==> src/rtl/mbox_port_arbiter_pkg.sv <==
// Shared types for the MBOX port arbiter slice.
// FSM states, latched command bundle and width helper.
package kl10_mbox_pkg;

    typedef enum logic {
        IDLE = 1'b0,
        BUSY = 1'b1
    } state_e;

    typedef struct packed {
        logic read;
        logic write;
        logic pse;
    } mbox_cmd_t;

    function automatic int clog2(input int v);
        int r;
        r = 0;
        for (int i = 0; i < 31; i++) begin
            if ((1 << i) < v) r = i + 1;
        end
        return r;
    endfunction

endpackage

==> src/rtl/mbox_port_arbiter_if.sv <==
// Requester-port and MBOX-side signal bundle of the port arbiter.
// master = requesters/MBOX environment, slave = arbiter.
interface mbox_port_arbiter_if #(
    parameter int NREQ = 4,
    parameter int AW   = 23,
    parameter int DW   = 36
);
    logic [NREQ-1:0]    reqValid;
    logic [NREQ-1:0]    reqRead;
    logic [NREQ-1:0]    reqWrite;
    logic [NREQ-1:0]    reqPSE;
    logic [NREQ*AW-1:0] reqAddr;
    logic [NREQ*DW-1:0] reqData;
    logic [NREQ-1:0]    reqGrant;
    logic               mboxReq;
    logic               mboxRead;
    logic               mboxWrite;
    logic               mboxPSE;
    logic [AW-1:0]      mboxAddr;
    logic [DW-1:0]      mboxWData;
    logic               mboxAck;
    logic [DW-1:0]      mboxRData;
    logic [NREQ-1:0]    respValid;
    logic [DW-1:0]      respData;
    logic [NREQ-1:0]    nxmErr;
    logic               busy;

    modport master (
        output reqValid, reqRead, reqWrite, reqPSE, reqAddr, reqData,
        output mboxAck, mboxRData,
        input  reqGrant, mboxReq, mboxRead, mboxWrite, mboxPSE,
        input  mboxAddr, mboxWData, respValid, respData, nxmErr, busy
    );

    modport slave (
        input  reqValid, reqRead, reqWrite, reqPSE, reqAddr, reqData,
        input  mboxAck, mboxRData,
        output reqGrant, mboxReq, mboxRead, mboxWrite, mboxPSE,
        output mboxAddr, mboxWData, respValid, respData, nxmErr, busy
    );

endinterface

==> src/rtl/mbox_port_arbiter_rr_arbiter.sv <==
// Combinational round-robin picker: first request at or after ptr_i,
// wrapping N-1 -> 0; one-hot grant plus binary index.
module rr_arbiter
    import kl10_mbox_pkg::*;
#(
    parameter int N = 4,
    localparam int IW = clog2(N)
) (
    input  logic [N-1:0]  req_i,
    input  logic [IW-1:0] ptr_i,
    output logic [N-1:0]  grant_o,
    output logic [IW-1:0] idx_o
);

    int p;

    // Scan downwards so the nearest port after the pointer overwrites last.
    always_comb begin
        grant_o = '0;
        idx_o   = '0;
        p       = 0;
        for (int k = N - 1; k >= 0; k--) begin
            p = (int'(ptr_i) + k) % N;
            if (req_i[IW'(p)]) begin
                grant_o            = '0;
                grant_o[IW'(p)]    = 1'b1;
                idx_o              = IW'(p);
            end
        end
    end

endmodule

==> src/rtl/mbox_port_arbiter.sv <==
// Multi-port front end to the MBOX: round-robin grant, one outstanding
// cycle, response/NXM routed back to the owning port.
module mbox_port_arbiter
    import kl10_mbox_pkg::*;
#(
    parameter int NREQ    = 4,
    parameter int AW      = 23,
    parameter int DW      = 36,
    parameter int TIMEOUT = 64
) (
    input  logic                clk,
    input  logic                resetN,
    mbox_port_arbiter_if.slave  bus
);

    localparam int IW = clog2(NREQ);
    localparam int CW = clog2(TIMEOUT);

    state_e          state_q, state_d;
    logic [IW-1:0]   rr_q;
    logic [IW-1:0]   owner_q;
    logic [CW-1:0]   cnt_q;
    mbox_cmd_t       cmd_q;
    logic [AW-1:0]   addr_q;
    logic [DW-1:0]   wdata_q;
    logic [NREQ-1:0] resp_q;
    logic [DW-1:0]   rdata_q;
    logic [NREQ-1:0] nxm_q;

    logic [NREQ-1:0] arb_grant;
    logic [IW-1:0]   arb_idx;
    logic            gnt_en;
    logic            legal;
    logic            tmo_hit;
    mbox_cmd_t       cmd_in;
    logic [AW-1:0]   addr_a [NREQ];
    logic [DW-1:0]   data_a [NREQ];

    for (genvar g = 0; g < NREQ; g++) begin : g_unpack
        assign addr_a[g] = bus.reqAddr[g*AW +: AW];
        assign data_a[g] = bus.reqData[g*DW +: DW];
    end

    rr_arbiter #(.N(NREQ)) u_rr (
        .req_i   (bus.reqValid),
        .ptr_i   (rr_q),
        .grant_o (arb_grant),
        .idx_o   (arb_idx)
    );

    assign cmd_in  = '{read:  bus.reqRead[arb_idx],
                       write: bus.reqWrite[arb_idx],
                       pse:   bus.reqPSE[arb_idx]};
    assign legal   = cmd_in.read | cmd_in.write;
    assign gnt_en  = resetN && (state_q == IDLE) && (|bus.reqValid);
    assign tmo_hit = (cnt_q == CW'(TIMEOUT - 1));

    always_ff @(posedge clk or negedge resetN) begin
        if (!resetN) state_q <= IDLE;
        else         state_q <= state_d;
    end

    always_comb begin
        state_d = state_q;
        unique case (state_q)
            IDLE:    if (gnt_en && legal) state_d = BUSY;
            BUSY:    if (bus.mboxAck || tmo_hit) state_d = IDLE;
            default: state_d = IDLE;
        endcase
    end

    always_comb begin
        bus.reqGrant = gnt_en ? arb_grant : '0;
        bus.mboxReq  = (state_q == BUSY);
        bus.busy     = (state_q == BUSY);
    end

    assign bus.mboxRead  = cmd_q.read;
    assign bus.mboxWrite = cmd_q.write;
    assign bus.mboxPSE   = cmd_q.pse;
    assign bus.mboxAddr  = addr_q;
    assign bus.mboxWData = wdata_q;
    assign bus.respValid = resp_q;
    assign bus.respData  = rdata_q;
    assign bus.nxmErr    = nxm_q;

    always_ff @(posedge clk or negedge resetN) begin
        if (!resetN) begin
            rr_q    <= '0;
            owner_q <= '0;
            cnt_q   <= '0;
            cmd_q   <= '0;
            addr_q  <= '0;
            wdata_q <= '0;
            resp_q  <= '0;
            rdata_q <= '0;
            nxm_q   <= '0;
        end else begin
            resp_q <= '0;
            nxm_q  <= '0;
            cnt_q  <= (state_q == BUSY && state_d == BUSY) ? cnt_q + 1'b1 : '0;
            if (gnt_en) begin
                cmd_q   <= cmd_in;
                addr_q  <= addr_a[arb_idx];
                wdata_q <= data_a[arb_idx];
                owner_q <= arb_idx;
                rr_q    <= (arb_idx == IW'(NREQ - 1)) ? '0 : arb_idx + 1'b1;
                if (!legal) nxm_q <= arb_grant;
            end
            // Ack on the last timeout cycle still completes normally.
            if (state_q == BUSY) begin
                if (bus.mboxAck) begin
                    resp_q  <= NREQ'(1) << owner_q;
                    rdata_q <= cmd_q.read ? bus.mboxRData : '0;
                end else if (tmo_hit) begin
                    nxm_q <= NREQ'(1) << owner_q;
                end
            end
        end
    end

endmodule
==> src/flat_wrapper.sv <==
// flat-port wrapper written by rule: the top's interface ports become plain ports
module mbox_port_arbiter_flat import kl10_mbox_pkg::*;
#(
    parameter int NREQ    = 4,
    parameter int AW      = 23,
    parameter int DW      = 36,
    parameter int TIMEOUT = 64
)
  (clk, resetN, bus_reqValid, bus_reqRead, bus_reqWrite, bus_reqPSE, bus_reqAddr, bus_reqData, bus_mboxAck, bus_mboxRData, bus_reqGrant, bus_mboxReq, bus_mboxRead, bus_mboxWrite, bus_mboxPSE, bus_mboxAddr, bus_mboxWData, bus_respValid, bus_respData, bus_nxmErr, bus_busy);
  mbox_port_arbiter_if #(.NREQ(NREQ), .AW(AW), .DW(DW)) bus_i ();
  input  logic clk;
  input  logic resetN;
  input wire logic [$bits(bus_i.reqValid)-1:0] bus_reqValid;
  input wire logic [$bits(bus_i.reqRead)-1:0] bus_reqRead;
  input wire logic [$bits(bus_i.reqWrite)-1:0] bus_reqWrite;
  input wire logic [$bits(bus_i.reqPSE)-1:0] bus_reqPSE;
  input wire logic [$bits(bus_i.reqAddr)-1:0] bus_reqAddr;
  input wire logic [$bits(bus_i.reqData)-1:0] bus_reqData;
  input wire logic [$bits(bus_i.mboxAck)-1:0] bus_mboxAck;
  input wire logic [$bits(bus_i.mboxRData)-1:0] bus_mboxRData;
  output wire logic [$bits(bus_i.reqGrant)-1:0] bus_reqGrant;
  output wire logic [$bits(bus_i.mboxReq)-1:0] bus_mboxReq;
  output wire logic [$bits(bus_i.mboxRead)-1:0] bus_mboxRead;
  output wire logic [$bits(bus_i.mboxWrite)-1:0] bus_mboxWrite;
  output wire logic [$bits(bus_i.mboxPSE)-1:0] bus_mboxPSE;
  output wire logic [$bits(bus_i.mboxAddr)-1:0] bus_mboxAddr;
  output wire logic [$bits(bus_i.mboxWData)-1:0] bus_mboxWData;
  output wire logic [$bits(bus_i.respValid)-1:0] bus_respValid;
  output wire logic [$bits(bus_i.respData)-1:0] bus_respData;
  output wire logic [$bits(bus_i.nxmErr)-1:0] bus_nxmErr;
  output wire logic [$bits(bus_i.busy)-1:0] bus_busy;
  assign bus_i.reqValid = bus_reqValid;
  assign bus_i.reqRead = bus_reqRead;
  assign bus_i.reqWrite = bus_reqWrite;
  assign bus_i.reqPSE = bus_reqPSE;
  assign bus_i.reqAddr = bus_reqAddr;
  assign bus_i.reqData = bus_reqData;
  assign bus_i.mboxAck = bus_mboxAck;
  assign bus_i.mboxRData = bus_mboxRData;
  assign bus_reqGrant = bus_i.reqGrant;
  assign bus_mboxReq = bus_i.mboxReq;
  assign bus_mboxRead = bus_i.mboxRead;
  assign bus_mboxWrite = bus_i.mboxWrite;
  assign bus_mboxPSE = bus_i.mboxPSE;
  assign bus_mboxAddr = bus_i.mboxAddr;
  assign bus_mboxWData = bus_i.mboxWData;
  assign bus_respValid = bus_i.respValid;
  assign bus_respData = bus_i.respData;
  assign bus_nxmErr = bus_i.nxmErr;
  assign bus_busy = bus_i.busy;
  mbox_port_arbiter #(.NREQ(NREQ), .AW(AW), .DW(DW), .TIMEOUT(TIMEOUT)) u_core (.clk(clk), .resetN(resetN), .bus(bus_i));
endmodule
==> config.mk <==
export PLATFORM = sky130hd
export DESIGN_NAME = mbox_port_arbiter_flat
export DESIGN_NICKNAME = d
export VERILOG_FILES = /design/src/rtl/mbox_port_arbiter_pkg.sv /design/src/rtl/mbox_port_arbiter_if.sv /design/src/rtl/mbox_port_arbiter_rr_arbiter.sv /design/src/rtl/mbox_port_arbiter.sv /design/src/flat_wrapper.sv
export SDC_FILE = /design/constraint.sdc
export NUM_CORES = 1
export LEC_CHECK = 0
export ABC_AREA = 1
export CAP_MARGIN = 10
export CORE_AREA = 2 2 158 160
export DETAILED_ROUTE_END_ITERATION = 6
export DIE_AREA = 0 0 160 162
export GPL_ROUTABILITY_DRIVEN = 0
export MAX_ROUTING_LAYER = met4
export PLACE_DENSITY = 0.66
export SYNTH_ARGS = -nofsm -noshare
export SYNTH_HDL_FRONTEND = slang
export SYNTH_SLANG_ARGS = --single-unit
==> constraint.sdc <==
create_clock -name clk -period 3.6 [get_ports clk]
set_input_delay 1.08 -clock clk [delete_from_list [all_inputs] [get_ports clk]]
set_output_delay 1.08 -clock clk [all_outputs]
set_load 0.02 [all_outputs]
=== Word-level counts from Yosys, hierarchy flattened ===
Index checks and enable logic that the tools add are counted.

* $add $sub $neg: 5
* Magnitude comparators: 10
* Eq/ne operators: 2
* Shift-type cells: 1
* Multiplexer cells: 54
* Bitwise gates (word level): 3
* Reduce and logical (&&, ||, !) cells: 11

{| class="wikitable"
|+ Operators with widths
! cell !! count
|-
| 36-bit 2-to-1 mux || 3
|-
| 36-bit binary-select mux with 2-bit select || 1
|-
| 4-bit 2-to-1 mux || 12
|-
| 23-bit binary-select mux with 2-bit select || 1
|-
| 23-bit 2-to-1 mux || 2
|-
| 1-bit 2-to-1 mux || 17
|-
| 2-bit by 4-bit < comparator with 1-bit output, second input constant || 4
|-
| 1-bit binary-select mux with 2-bit select || 7
|-
| 2-bit 2-to-1 mux || 5
|-
| 1-bit demux with 2-bit select || 4
|-
| 2-bit by 1-bit greater-or-equal comparator with 1-bit output, second input constant || 4
|-
| 1-bit logical AND || 8
|-
| 6-bit by 1-bit adder with 6-bit output, second input constant || 1
|-
| 6-bit equality test, second input constant || 1
|-
| 6-bit 2-to-1 mux || 1
|-
| 2-bit by 1-bit adder with 2-bit output, second input constant || 2
|-
| 2-bit adder, second input constant || 2
|-
| 4-bit OR reduction || 1
|-
| 1-bit by 2-bit << shifter with 4-bit output, first input constant || 1
|-
| 3-bit greater-or-equal comparator, second input constant || 1
|-
| 2-bit by 3-bit < comparator with 1-bit output, second input constant || 1
|-
| 2-bit inverter with 3-bit output || 1
|-
| 2-bit equality test, second input constant || 1
|-
| 1-bit case mux with 2 select lines || 1
|-
| other kinds (4) || 4
|}

* Register bits after elaboration: 117
* Bits of input ports: 291
* Output and inout port bits: 112
* Logic and storage cells: 98

=== Logic depth before layout (Yosys ltp) ===
Gate-level depths: netlist (run 1).

* Depth after elaboration: 16
* Mapped depth: 18
* Depth with buffers taken out: 17

=== Hierarchy ===
A second synthesis (run 1) with hierarchy kept.

* Cells, all modules: 1,053
* Area total of the unflattened synthesis: 7,158.1 sq um

{| class="wikitable"
|+ By module, submodules not included
! module !! times used !! cells each !! area each (sq um) !! seq. area each (sq um)
|-
| mbox_port_arbiter || 1 || 955 || 6,621.4 || 2,927.8
|-
| rr_arbiter || 1 || 98 || 536.8 || 0.0
|}

=== Least setup slack after synthesis (run 1) ===
Ideal clock, no wire load.

* Kind: input to output
* From: in resetN
* To: out bus_reqGrant[0]
* Arrival: 2,169 ps
* Required time: 2,520 ps
* Path slack: 351 ps
* Stages on the path: 4
* Path buffers: 0
* Cell sequence: inv_1 > nor3_1 > o21ai_0 > a21oi_1

* Longest elaborated chain between the ends: 3

{| class="wikitable"
|+ RTL lines
! item !! line !! source
|-
| start, declared || flat_wrapper.sv:12 || <nowiki>input logic resetN;</nowiki>
|-
| 1-bit logical AND (2 in series) || mbox_port_arbiter.sv:55 || <nowiki>assign gnt_en = resetN && (state_q == IDLE) && (|bus.reqValid);</nowiki>
|-
| 4-bit 2-to-1 mux || mbox_port_arbiter.sv:73 || <nowiki>bus.reqGrant = gnt_en ? arb_grant : '0;</nowiki>
|-
| end, declared || flat_wrapper.sv:21 || <nowiki>output wire logic [$bits(bus_i.reqGrant)-1:0] bus_reqGrant;</nowiki>
|}

Every way passes these cells.

=== Worst setup path after layout (run 1) ===
* From: in bus_reqValid[1]
* To: out bus_reqGrant[2]

* Longest elaborated chain between the ends: 8
* Elaborated cells on any way between the ends: 19
* Those cells by class: mux (17); reduce/logical (2)

{| class="wikitable"
|+ RTL lines
! item !! line !! source
|-
| start, declared || flat_wrapper.sv:13 || <nowiki>input wire logic [$bits(bus_i.reqValid)-1:0] bus_reqValid;</nowiki>
|-
| 1-bit binary-select mux with 2-bit select || mbox_port_arbiter_rr_arbiter.sv:24 || <nowiki>if (req_i[IW'(p)]) begin</nowiki>
|-
| 1-bit 2-to-1 mux (not written as such) (2 in series) || mbox_port_arbiter_rr_arbiter.sv:24 ||
|-
| 4-bit 2-to-1 mux (4 in series) || mbox_port_arbiter_rr_arbiter.sv:24 ||
|-
| 4-bit 2-to-1 mux * || mbox_port_arbiter.sv:73 ||
|}

Every way passes the cells marked *; elsewhere a longest branch is shown, timed or not. The select of a mux whose other input is x is not followed.

==> results.md, run 1 <==
- Outcome: completed
- Overall routing resource usage: 21.7%
- Via count: 8,028
- Levels on crit path: 10
- Final hold vios: 0
- Post-synthesis register bit count: 117
- Post-DP HPWL: 20,700 µm
- Worst VDD drop: 493 µV
- Post-Route Skew: 0.0188 ns
- Finished Layout Cells: 1,764
- Post-Synthesis Cells: 1,026
- Arr. time, crit path: 2.43 ns
- Layout Utilization: 50.5%
- Avg WL per Cell: 15.7 µm
- Mux cell area share after synthesis: 0%
- RSZ-0062 raised after global routing: false
- Std cell rows: 57
- Post-synthesis simple-gate area fraction: 37.4%
- Crit path max fanout: 4
- Pin count of the biggest net entering global routing: 67
- Pre-CTS worst setup slack: -0.675 ns
- Worst-case register-to-register setup slack: 0.99 ns
- TritonCTS Buffers: 17
- Vias in the first global route: 8,181
- CTS tree: built
- Power density over cell area: 939 nW/µm²
- Slew Viols, Final: 0
- Crit path from: bus_reqValid[1]
- Main combinational cell family by area after synthesis: simple AND/OR/NAND/NOR gates
- IO buf count: 402
- IO Pins: 403
- Post-synthesis area per instance: 6.84 µm²
- Drt pass-1 iters: 5
- Grt ovf: 0
- Drc violations: 0
- Syn nets: 1,326
- CP Launch Type: input port
- CP Capture Type: output pin
- Worst hold path class: register to register
- Core Area: 24,100 µm²
- Cts-stage hold buffer count: 0
- Final setup vio count: 0
- Worst r2r dst: u_core.bus.mboxAddr[7]$_DFFE_PN0P_
- Post-synthesis xor/xnor area fraction: 0.250%
- Iteration-0 DRC count of the detailed router: 405
- Worst-Skew Late Latency: 0.42 ns
- Min-delay src: u_core.cnt_q[0]$_DFF_PN0_
- Worst Max-Slew Pin Slew: 0.860 ns
- Max-slew headroom: 42.7%
- WP data required: 2.52 ns
- Largest delay share family, worst path: buffers and inverters
- FMAX: 0.285 GHz
- Reg area: 2930 µm²
- Clock Path Buffers: 2
- Post-route setup slack: 0.0863 ns
- Yosys warnings: 0
- Placed cell count: 1,727
- Top cells by area, synth: dfrtp_1 (42%), nand2_1 (22%), nand3_1 (6.5%)
- Vias per cell: 4.55
- Slowest-stage cell, CP: dlygate4sd2_1
- First-pass GRT wire length: 42,800 µm
- R2R cell count: 18
- Clock transition at path regs: 0.05 ns
- Clock sink count: 117
- Initial cell density of the core: 29.1%
- Final min period: 3.51 ns
- Multi-input logic area: 3570 µm²
- Share of layout cells above drive strength 1: 9.73%
- Setup CP Type: input port to output pin
- Post-synthesis sequential area ratio: 41.7%
- Worst-path cell chain: dlygate4sd2_1 -> inv_1 -> nand2_1 -> buf_4 -> nand3_1 -> nand2_2 -> o21ai_1 -> nand2_1 -> a31oi_2 -> buf_4
- Htree depth: 4
- Leakage: 0.00574 µW
- Post-Route WL: 27,700 µm
- Post-synthesis compound-gate area fraction: 10.5%
- Die Area: 25,900 µm²
- Fillers: 2,425
- Syn Std Cell Area: 7020 µm²
- Adder-cell area share of the yosys netlist: 1.61%
- Hold Path Depth: 1
- Yosys top cell area share: 41.7%
- Initial antenna violation count: 1
- DRT antenna net count: 0
- CP Buf/Inv Count: 4
- Hold_ws: 0.464 ns
- WHS Endpoint: u_core.cnt_q[0]$_DFF_PN0_
- Root buf cell: clkbuf_16
- Yosys top cell by area: dfrtp_1
- Reg-to-reg critical path startpoint: u_core.rr_q[0]$_DFFE_PN0P_
- Max-cap violations: 0
- Tcrit/Tclk final: 97.6%
- Nets: 1,726
- Netlist cell types: 30
- Delay of the slowest critical-path stage: 0.25 ns
- Area Overhead vs Synth: 73.4%
- Die Width: 160 µm
- Die Height: 162 µm
-- area by class of cell --
class / count / share of cell area [%]
Multi-Input combinational cell: 772 / 29.3
Antenna cell: 1 / 0.0206
Tap cell: 324 / 3.33
Clock buffer: 17 / 3.50
Clock inverter: 15 / 1.39
Sequential cell: 117 / 24.1
Inverter: 76 / 2.43
Timing Repair Buffer: 442 / 35.9
-- synthesized netlist by cell type --
cell        n
nand2_1   411
dfrtp_1   117
nand3_1    91
nor2_1     82
inv_1      70
o21ai_0    47
o211ai_1   35
o21ai_1    35
or2_2      34
clkbuf_1   31
buf_2      16
ha_1        9
buf_6       8
a21oi_1     6
nor3_1      6
buf_1       5
inv_2       5
nand2_2     5
nor3b_1     2
a21boi_2    1
a31oi_1     1
buf_4       1
clkinv_1    1
nand2_4     1
nand3_2     1
nor4_1      1
o21bai_1    1
o221ai_1    1
xnor2_1     1
xor2_1      1
-- sequential cells by signal, summed over array words and instances (netlist names) --
name and count:
u_core.bus.mboxWData 36, u_core.bus.respData 36, u_core.bus.mboxAddr 23, u_core.cnt_q 6, u_core.bus.nxmErr 4, u_core.bus.respValid 4, u_core.owner_q 2, u_core.rr_q 2
u_core.bus.busy 1, u_core.bus.mboxPSE 1, u_core.bus.mboxRead 1, u_core.bus.mboxWrite 1
-- where the power goes --
part	total (µW)	internal, µW	switching (µW)
logic	7460	2950	4510
clock network	1730	1040	695
registers	2230	1900	330
-- cells in the final DEF, fill, tap and decap left out, types with 3 or more instances in the layout --
master | netlist | final
nand2_1 | 411 | 408
clkdlybuf4s50_1 | 0 | 393
dfrtp_1 | 117 | 117
nand3_1 | 91 | 87
nor2_1 | 82 | 81
inv_1 | 70 | 67
o21ai_0 | 47 | 42
o21ai_1 | 35 | 39
buf_4 | 1 | 39
o211ai_1 | 35 | 35
or2_2 | 34 | 34
clkbuf_16 | 0 | 17
ha_1 | 9 | 9
nand2_2 | 5 | 6
nor3_1 | 6 | 5
clkinv_4 | 0 | 5
inv_6 | 0 | 5
buf_12 | 0 | 5
inv_2 | 5 | 4
nand3_2 | 1 | 4
inv_4 | 0 | 4
a21oi_1 | 6 | 4
dlygate4sd2_1 | 0 | 4
nand2_4 | 1 | 3
-- metal layers --
metal | GRT usage, % | vias up | part of all wire (%)
met5 | - | - | 0
met4 | 8.89 | 0 | 3.7
met3 | 5.67 | 64 | 6.9
met2 | 36.3 | 322 | 48
met1 | 24.8 | 3590 | 42
li1 | - | 4052 | -
-- cells by family (layout without fill, tap and decap cells) --
kind of cell,count (synthesis),count (layout)
adders and majority gates,9,9
other,0,1
and+or+nand+nor,634,634
xor gates and xnor gates,2,2
buffers and inverters,137,550
AOI/OAI and AO/OA,127,127
DFF,117,117
-- worst max path at each step --
stage                                 end  slack [ns]
final                     bus_reqGrant[2]        0.09
after global routing      bus_reqGrant[0]       0.007
after CTS                 bus_reqGrant[2]        0.15
after detailed placement  bus_reqGrant[1]       -0.68
after global placement    bus_reqGrant[1]       -0.58
after floorplan           bus_reqGrant[0]        0.35
-- timing repair --
item / CTS / global route
resized for setup: 49 / 0
setup endpoints to repair: 4 / 2
setup buffers: 4 / 0
gates cloned: 0 / 0
pin swaps: 8 / 2
-- through the flow --
| stage | area (µm²) | setup TNS [ns] | power, µW |
|---|---|---|---|
| 5_1_grt | 12200 | 0 | 12400 |
| 6_report | 12200 | 0 | 11400 |
| 4_1_cts | 12200 | 0 | 11500 |
| 3_3_place_gp | 11500 | -2.19 | 9540 |
| 2_1_floorplan | 7020 | 0 | 6750 |
| 3_5_place_dp | 11500 | -2.44 | 9610 |
No activity file was read; power rests on OpenSTA's default activity.
==> run 2, diff against run 1 <==
--- a/config.mk
+++ b/config.mk
@@ -6,13 +6,13 @@
 export NUM_CORES = 1
 export LEC_CHECK = 0
 export ABC_AREA = 1
-export CAP_MARGIN = 10
-export CORE_AREA = 2 2 158 160
+export ABC_CLOCK_PERIOD_IN_PS = 3400
+export CORE_AREA = 2 2 154 156
 export DETAILED_ROUTE_END_ITERATION = 6
-export DIE_AREA = 0 0 160 162
+export DIE_AREA = 0 0 156 158
 export GPL_ROUTABILITY_DRIVEN = 0
 export MAX_ROUTING_LAYER = met4
-export PLACE_DENSITY = 0.66
+export PLACE_DENSITY = 0.69
 export SYNTH_ARGS = -nofsm -noshare
 export SYNTH_HDL_FRONTEND = slang
 export SYNTH_SLANG_ARGS = --single-unit
==> constraint.sdc (replaced) <==
create_clock -name clk -period 3.4 [get_ports clk]
set_input_delay 1.02 -clock clk [delete_from_list [all_inputs] [get_ports clk]]
set_output_delay 1.02 -clock clk [all_outputs]
set_load 0.02 [all_outputs]
==> results.md, run 2 (same netlist as run 1, synthesis figures left out) <==
- Outcome: completed
- CTS tree: built
- Die Area: 24,600 µm² (-4.9%)
- Clock transition at path regs: 0.06 ns (about the same)
- Std cell rows: 56 (-1.8%)
- Final hold vios: 0 (unchanged)
- Die Width: 156 µm (-2.5%)
- Slowest-stage cell, CP: dlygate4sd2_1
- Tot Pwr: 12,200 µW (+7.0%)
- Post-Route Skew: 0.00810 ns (-0.0107 ns)
- Drc violations: 0 (unchanged)
- Worst VDD drop: 494 µV (+0.24%)
- Crit path max fanout: 2 (-2)
- Commonest non-fill, non-tap cell in the layout: nand2_1
- Tcrit/Tclk final: 99.3%
- Clock Path Buffers: 2 (unchanged)
- Worst-Skew Late Latency: 0.41 ns (about the same)
- Root buf cell: clkbuf_16
- Post-route setup slack: 0.0249 ns (-0.0614 ns)
- Avg WL per Cell: 15.9 µm (+1.2%)
- IO buf count: 402 (unchanged)
- Post-Route WL: 27,500 µm (-0.65%)
- Area Overhead vs Synth: 73.4% (about the same)
- Power density over cell area: 1000 nW/µm² (+7.0%)
- Vias in the first global route: 7,628 (-6.8%)
- CP Capture Type: output pin
- Overall routing resource usage: 22.2% (+0.55 points)
- Nets: 1,727 (+0.058%)
- CP Buf/Inv Count: 3 (-1)
- Core Area: 23,100 µm² (-4.4%)
- Iteration-0 DRC count of the detailed router: 449 (+11%)
- Grt ovf: 0 (unchanged)
- FMAX: 0.296 GHz
- Max-cap violations: 0 (unchanged)
- Final setup vio count: 0 (unchanged)
- Arr. time, crit path: 2.36 ns (-0.07 ns)
- WP data required: 2.38 ns (-0.14 ns)
- Post-DP HPWL: 20,200 µm (-2.3%)
- Vias per cell: 4.61 (+1.3%)
- Setup TNS: 0 ns (unchanged)
- Delay of the slowest critical-path stage: 0.23 ns (-0.02 ns)
- CP Launch Type: input port
- First-pass GRT wire length: 41,200 µm (-3.8%)
- Largest delay share family, worst path: compound AO/OA/AOI/OAI gates
- Via count: 7,984 (-0.55%)
- Die Height: 158 µm (-2.5%)
- Slew Viols, Final: 0 (unchanged)
- Final min period: 3.38 ns
- Initial cell density of the core: 30.4% (+1.3 points)
- Layout Utilization: 52.8% (+2.3 points)
- Clock sink count: 117 (unchanged)
- Pre-CTS worst setup slack: -0.757 ns (-0.0813 ns)
- Drt pass-1 iters: 5 (unchanged)
- TritonCTS Buffers: 17 (unchanged)
- DRT antenna net count: 0 (unchanged)
- Share of layout cells above drive strength 1: 10.6% (+0.90 points)
- Max-slew headroom: 42.9% (+0.26 points)
- RSZ-0062 raised after global routing: true
- Setup CP Type: input port to output pin
- Leakage: 0.00573 µW (about the same)
- Worst Max-Slew Pin Slew: 0.856 ns (-0.00396 ns)
- IO Pins: 403 (unchanged)
- Htree depth: 4 (unchanged)
- Pin count of the biggest net entering global routing: 66 (-1.5%)
- Worst-path cell chain: dlygate4sd2_1 -> inv_2 -> nand2_2 -> nand2_2 -> o21ai_2 -> nand2_2 -> o21ai_2 -> o21ai_2 -> a21oi_2 -> buf_4
- Initial antenna violation count: 1 (unchanged)
- Most frequent cells in the layout: nand2_1 (401), clkdlybuf4s50_1 (393), dfrtp_1 (117)
- Worst hold path class: register to register
==> run 2: cell types whose count changed in the layout (fill, tap and decap cells not counted), sizes merged <==
cell / before / now
clkbuf: 17 / 19
clkinvlp: 0 / 2
inv: 81 / 79
buf: 45 / 46
bufinv: 2 / 1
clkinv: 8 / 7
==> run 2: final timing paths <==
kind / startpoint / to / slack, ns / depth (start not counted)
hold reg to reg: u_core.cnt_q[0]$_DFF_PN0_ / u_core.cnt_q[0]$_DFF_PN0_ / 0.46 / 1
hold / removal: u_core.cnt_q[0]$_DFF_PN0_ / u_core.cnt_q[0]$_DFF_PN0_ / 0.46 / 1
setup reg to reg: u_core.rr_q[0]$_DFFE_PN0P_ / u_core.bus.mboxAddr[3]$_DFFE_PN0P_ / 0.34 / 23
max in group asynchronous: resetN / u_core.bus.mboxAddr[13]$_DFFE_PN0P_ / 1.30 / 3
min in group asynchronous: resetN / u_core.bus.mboxWData[21]$_DFFE_PN0P_ / 0.76 / 2
setup / recovery: bus_reqValid[0] / bus_reqGrant[1] / 0.02 / 10
==> run 2: power breakdown <==
group | internal (µW) | switching, µW | total (µW)
sequential | 2010 | 337 | 2350
combinational | 3310 | 4850 | 8160
clock | 1020 | 700 | 1720
total | 6330 | 5890 | 12200
==> run 2: timing repair <==
item,in CTS,in global routing
hold buffers,0,0
pin swaps,7,7
buffers inserted,9,4
setup endpoints to repair,4,57
gates resized for setup,45,18
cloned,0,0
==> run 2: worst reg2reg max path, stage by stage (launching register included) <==
cell and delay [ns]:
dfrtp_1 0.35, inv_2 0.04, ha_1 0.34, inv_2 0.14, nand3_2 0.11, o21ai_2 0.10
nand2_2 0.10, buf_4 0.14, buf_4 0.12, buf_4 0.12, buf_4 0.12, buf_4 0.12
buf_4 0.12, nand2_1 0.06, nand2_2 0.12, nand2_8 0.16, inv_4 0.07, buf_4 0.23
nand2_1 0.11, nand2_1 0.08, nand2_1 0.07, nand2_1 0.05, nand2_1 0.05, nand2_1 0.05
==> run 2: through the flow <==
step	area, µm²	instances	hold WS, ns
global placement	11400	1685	0.445
CTS	12100	1726	0.468
floorplan	7020	1026	0.433
detailed placement	11400	1685	0.461
finish	12200	1731	0.464
global route	12200	1731	0.491
==> run 2: routing by layer <==
layer  up-vias  share of wire [%]  global-route usage, %
met5         -                  0                      -
met4         0                2.4                   6.55
met3        48                6.6                   5.37
met2       303                 50                   38.3
met1      3577                 41                   25.8
li1       4056                  -                      -
==> run 2: layout make-up <==
| class | instances | area, µm² |
|---|---|---|
| Clock inverter | 13 | 125 |
| Timing Repair Buffer | 443 | 4410 |
| Antenna cell | 1 | 2.50 |
| Sequential cell | 117 | 2930 |
| Tap cell | 290 | 363 |
| Clock buffer | 19 | 433 |
| Inverter | 76 | 290 |
| Fill cell | 2183 | 10900 |
| Multi-Input combinational cell | 772 | 3610 |
==> run 3, diff against run 2 <==
--- a/config.mk
+++ b/config.mk
@@ -6,13 +6,14 @@
 export NUM_CORES = 1
 export LEC_CHECK = 0
 export ABC_AREA = 1
-export ABC_CLOCK_PERIOD_IN_PS = 3400
-export CORE_AREA = 2 2 154 156
+export ABC_CLOCK_PERIOD_IN_PS = 4100
+export CORE_AREA = 2 2 158 160
+export CTS_CLUSTER_SIZE = 24
 export DETAILED_ROUTE_END_ITERATION = 6
-export DIE_AREA = 0 0 156 158
+export DIE_AREA = 0 0 160 162
 export GPL_ROUTABILITY_DRIVEN = 0
 export MAX_ROUTING_LAYER = met4
-export PLACE_DENSITY = 0.69
+export PLACE_DENSITY = 0.66
 export SYNTH_ARGS = -nofsm -noshare
 export SYNTH_HDL_FRONTEND = slang
 export SYNTH_SLANG_ARGS = --single-unit
==> constraint.sdc (replaced) <==
create_clock -name clk -period 4.1 [get_ports clk]
set_input_delay 1.23 -clock clk [delete_from_list [all_inputs] [get_ports clk]]
set_output_delay 1.23 -clock clk [all_outputs]
set_load 0.02 [all_outputs]
==> results.md, run 3 (same netlist as run 1, synthesis figures left out) <==
- Area Overhead vs Synth: 73.2%
- Clk pwr share: 17.0% (+3.0 points)
- Max-slew headroom: 30.9% (-12 points)
- CP Buf/Inv Count: 3 (unchanged)
- Internal: 5280 µW (-17%)
- Die Area: 25,900 µm² (+5.2%)
- Final setup vio count: 0 (unchanged)
- Nets: 1,719 (-0.46%)
- Worst-case register-to-register setup slack: 1.53 ns (+1.19 ns)
- Worst-path cell chain: clkdlybuf4s50_1 -> inv_1 -> nand2_1 -> nand2_1 -> o21ai_1 -> nand3_1 -> nand2_1 -> o21ai_0 -> a21oi_1 -> buf_4
- Core Area: 24,100 µm² (+4.6%)
- Hold_ws: 0.459 ns (-0.00528 ns)
- Setup CP Type: input port to output pin
- Vias per cell: 4.60 (-0.19%)
- Worst VDD drop: 603 µV (+22%)
- Htree depth: 4 (unchanged)
- Switch share: 47.8% (-0.37 points)
- Post-DP Area: 11,400 µm² (about the same)
- Clock Path Buffers: 2 (unchanged)
- Leakage: 0.00572 µW (-0.21%)
- Initial cell density of the core: 29.1% (-1.3 points)
- Post-Route WL: 27,600 µm (+0.61%)
- FMAX: 0.249 GHz
- Setup TNS: 0 ns (unchanged)
- Arr. time, crit path: 2.78 ns (+0.42 ns)
- Grt ovf: 0 (unchanged)
- Hold Path Depth: 1 (unchanged)
- Drc violations: 0 (unchanged)
- Max-cap violations: 0 (unchanged)
- Crit path max fanout: 2 (unchanged)
- First-pass GRT wire length: 42,800 µm (+3.8%)
- Tot Pwr: 10,100 µW (-17%)
- Via count: 8,098 (+1.4%)
- CTS tree: built
- Post-Route Skew: 0.0101 ns (+0.00201 ns)
- Vias in the first global route: 7,942 (+4.1%)
- IO Pins: 403 (unchanged)
- Commonest non-fill, non-tap cell in the layout: nand2_1
- Delay of the slowest critical-path stage: 0.48 ns (+0.25 ns)
- Final min period: 4.01 ns
- Logic gate share of total power: 63.7% (-3.1 points)
- Most frequent cells in the layout: nand2_1 (410), clkdlybuf4s50_1 (397), dfrtp_1 (117)
- Initial antenna violation count: 2 (+1)
- Outcome: completed
- Overall routing resource usage: 21.6% (-0.58 points)
- Worst hold path class: register to register
- Tcrit/Tclk final: 97.9%
- R2R cell count: 18 (-22%)
- Pin count of the biggest net entering global routing: 71 (+7.6%)
- Worst-Skew Late Latency: 0.41 ns (about the same)
- Sw power: 4830 µW (-18%)
- DRT antenna net count: 0 (unchanged)
- Avg WL per Cell: 15.7 µm (-0.99%)
- Cts-stage hold buffer count: 0 (unchanged)
- Die Width: 160 µm (+2.6%)
- Clock sink count: 117 (unchanged)
- Iteration-0 DRC count of the detailed router: 450 (+0.22%)
- Final hold vios: 0 (unchanged)
- CP dominant cell by count: nand2_1
- Slew Viols, Final: 0 (unchanged)
- Sequential share of power: 19.4% (+0.2 points)
- Fillers: 2,397 (+9.8%)
- WP data required: 2.87 ns (+0.49 ns)
- Clock transition at path regs: 0.05 ns (about the same)
- TritonCTS Buffers: 17 (unchanged)
- Power density over cell area: 832 nW/µm² (-17%)
- Pre-CTS worst setup slack: -0.455 ns (+0.302 ns)
- Largest delay share family, worst path: buffers and inverters
- Worst Max-Slew Pin Slew: 1.03 ns (+0.176 ns)
- CP Launch Type: input port
- Cell area after layout: 12,100 µm² (-0.12%)
- Post-DP HPWL: 20,400 µm (+0.89%)
- Reg-to-reg critical path startpoint: u_core.rr_q[0]$_DFFE_PN0P_
- Slowest-stage cell, CP: clkdlybuf4s50_1
- Die Height: 162 µm (+2.5%)
- IO buf count: 402 (unchanged)
- Worst r2r dst: u_core.bus.nxmErr[1]$_DFF_PN0_
- Drt pass-1 iters: 4 (-1)
- Share of layout cells above drive strength 1: 8.94% (-1.7 points)
- Post-route setup slack: 0.0872 ns (+0.0622 ns)
- WHS Endpoint: u_core.cnt_q[0]$_DFF_PN0_
- CP Capture Type: output pin
- Std cell rows: 57 (+1.8%)
- Min-delay src: u_core.cnt_q[0]$_DFF_PN0_
- Root buf cell: clkbuf_16
-- run 3: cell types whose count changed in the layout (fill, tap and decap cells not counted), moves of 3 or more --
cell	before	now
buf_4	37	33
inv_1	64	69
nand2_1	401	410
bufinv_16	1	5
buf_12	7	4
inv_2	9	4
dlygate4sd2_1	4	0
clkdlybuf4s50_1	393	397
nand2_2	12	5
-- run 3: worst max-delay path by stage --
stage	startpoint	to	slack, ns	depth (start not counted)
2_1_floorplan	resetN	bus_reqGrant[0]	0.55	4
3_3_place_gp	bus_reqValid[0]	bus_reqGrant[1]	-0.38	10
3_5_place_dp	bus_reqValid[1]	bus_reqGrant[1]	-0.45	11
4_1_cts	bus_reqValid[3]	bus_reqGrant[1]	0.009	11
5_1_grt	bus_reqValid[1]	bus_reqGrant[2]	-0.02	10
6_report	bus_reqValid[0]	bus_reqGrant[0]	0.09	10
-- run 3: power groups by stage --
stage | clock network [µW] | logic [µW] | registers (µW)
3_5_place_dp | 0 | 6390 | 1960
4_1_cts | 1760 | 6440 | 1950
3_3_place_gp | 0 | 6340 | 1950
6_report | 1720 | 6440 | 1960
5_1_grt | 1800 | 7120 | 2020
2_1_floorplan | 0 | 3400 | 2530
-- run 3: what timing repair did --
action                     CTS  global route
resized for setup           19            12
setup buffers                5             2
setup endpoints to repair    4             4
hold endpoints to repair     0             0
pin swaps                    1             3
-- run 3: cell type report --
cell class	count	area, µm²	area share [%]
Antenna cell	3	7.51	0.0618
Clock buffer	17	425	3.50
Sequential cell	117	2930	24.1
Tap cell	324	405	3.34
Clock inverter	15	241	1.99
Timing Repair Buffer	435	4310	35.4
Multi-Input combinational cell	772	3540	29.2
Inverter	76	290	2.39
-- run 3: layer usage --
layer	share of wire, %	up-vias	wire (µm)	GRT usage [%]
met5	0	-	0	-
met4	3.2	0	898	8.56
met3	6.6	51	1830	5.44
met2	48	304	13300	35.5
met1	42	3706	11600	25.6
li1	-	4037	-	-
-- run 3: per-stage QoR --
stage	util, %	instances
after floorplan	-	1026
after global placement	47.3	1717
after detailed placement	47.3	1717
after CTS	50.2	1754
after global routing	50.4	1759
final	50.4	1759
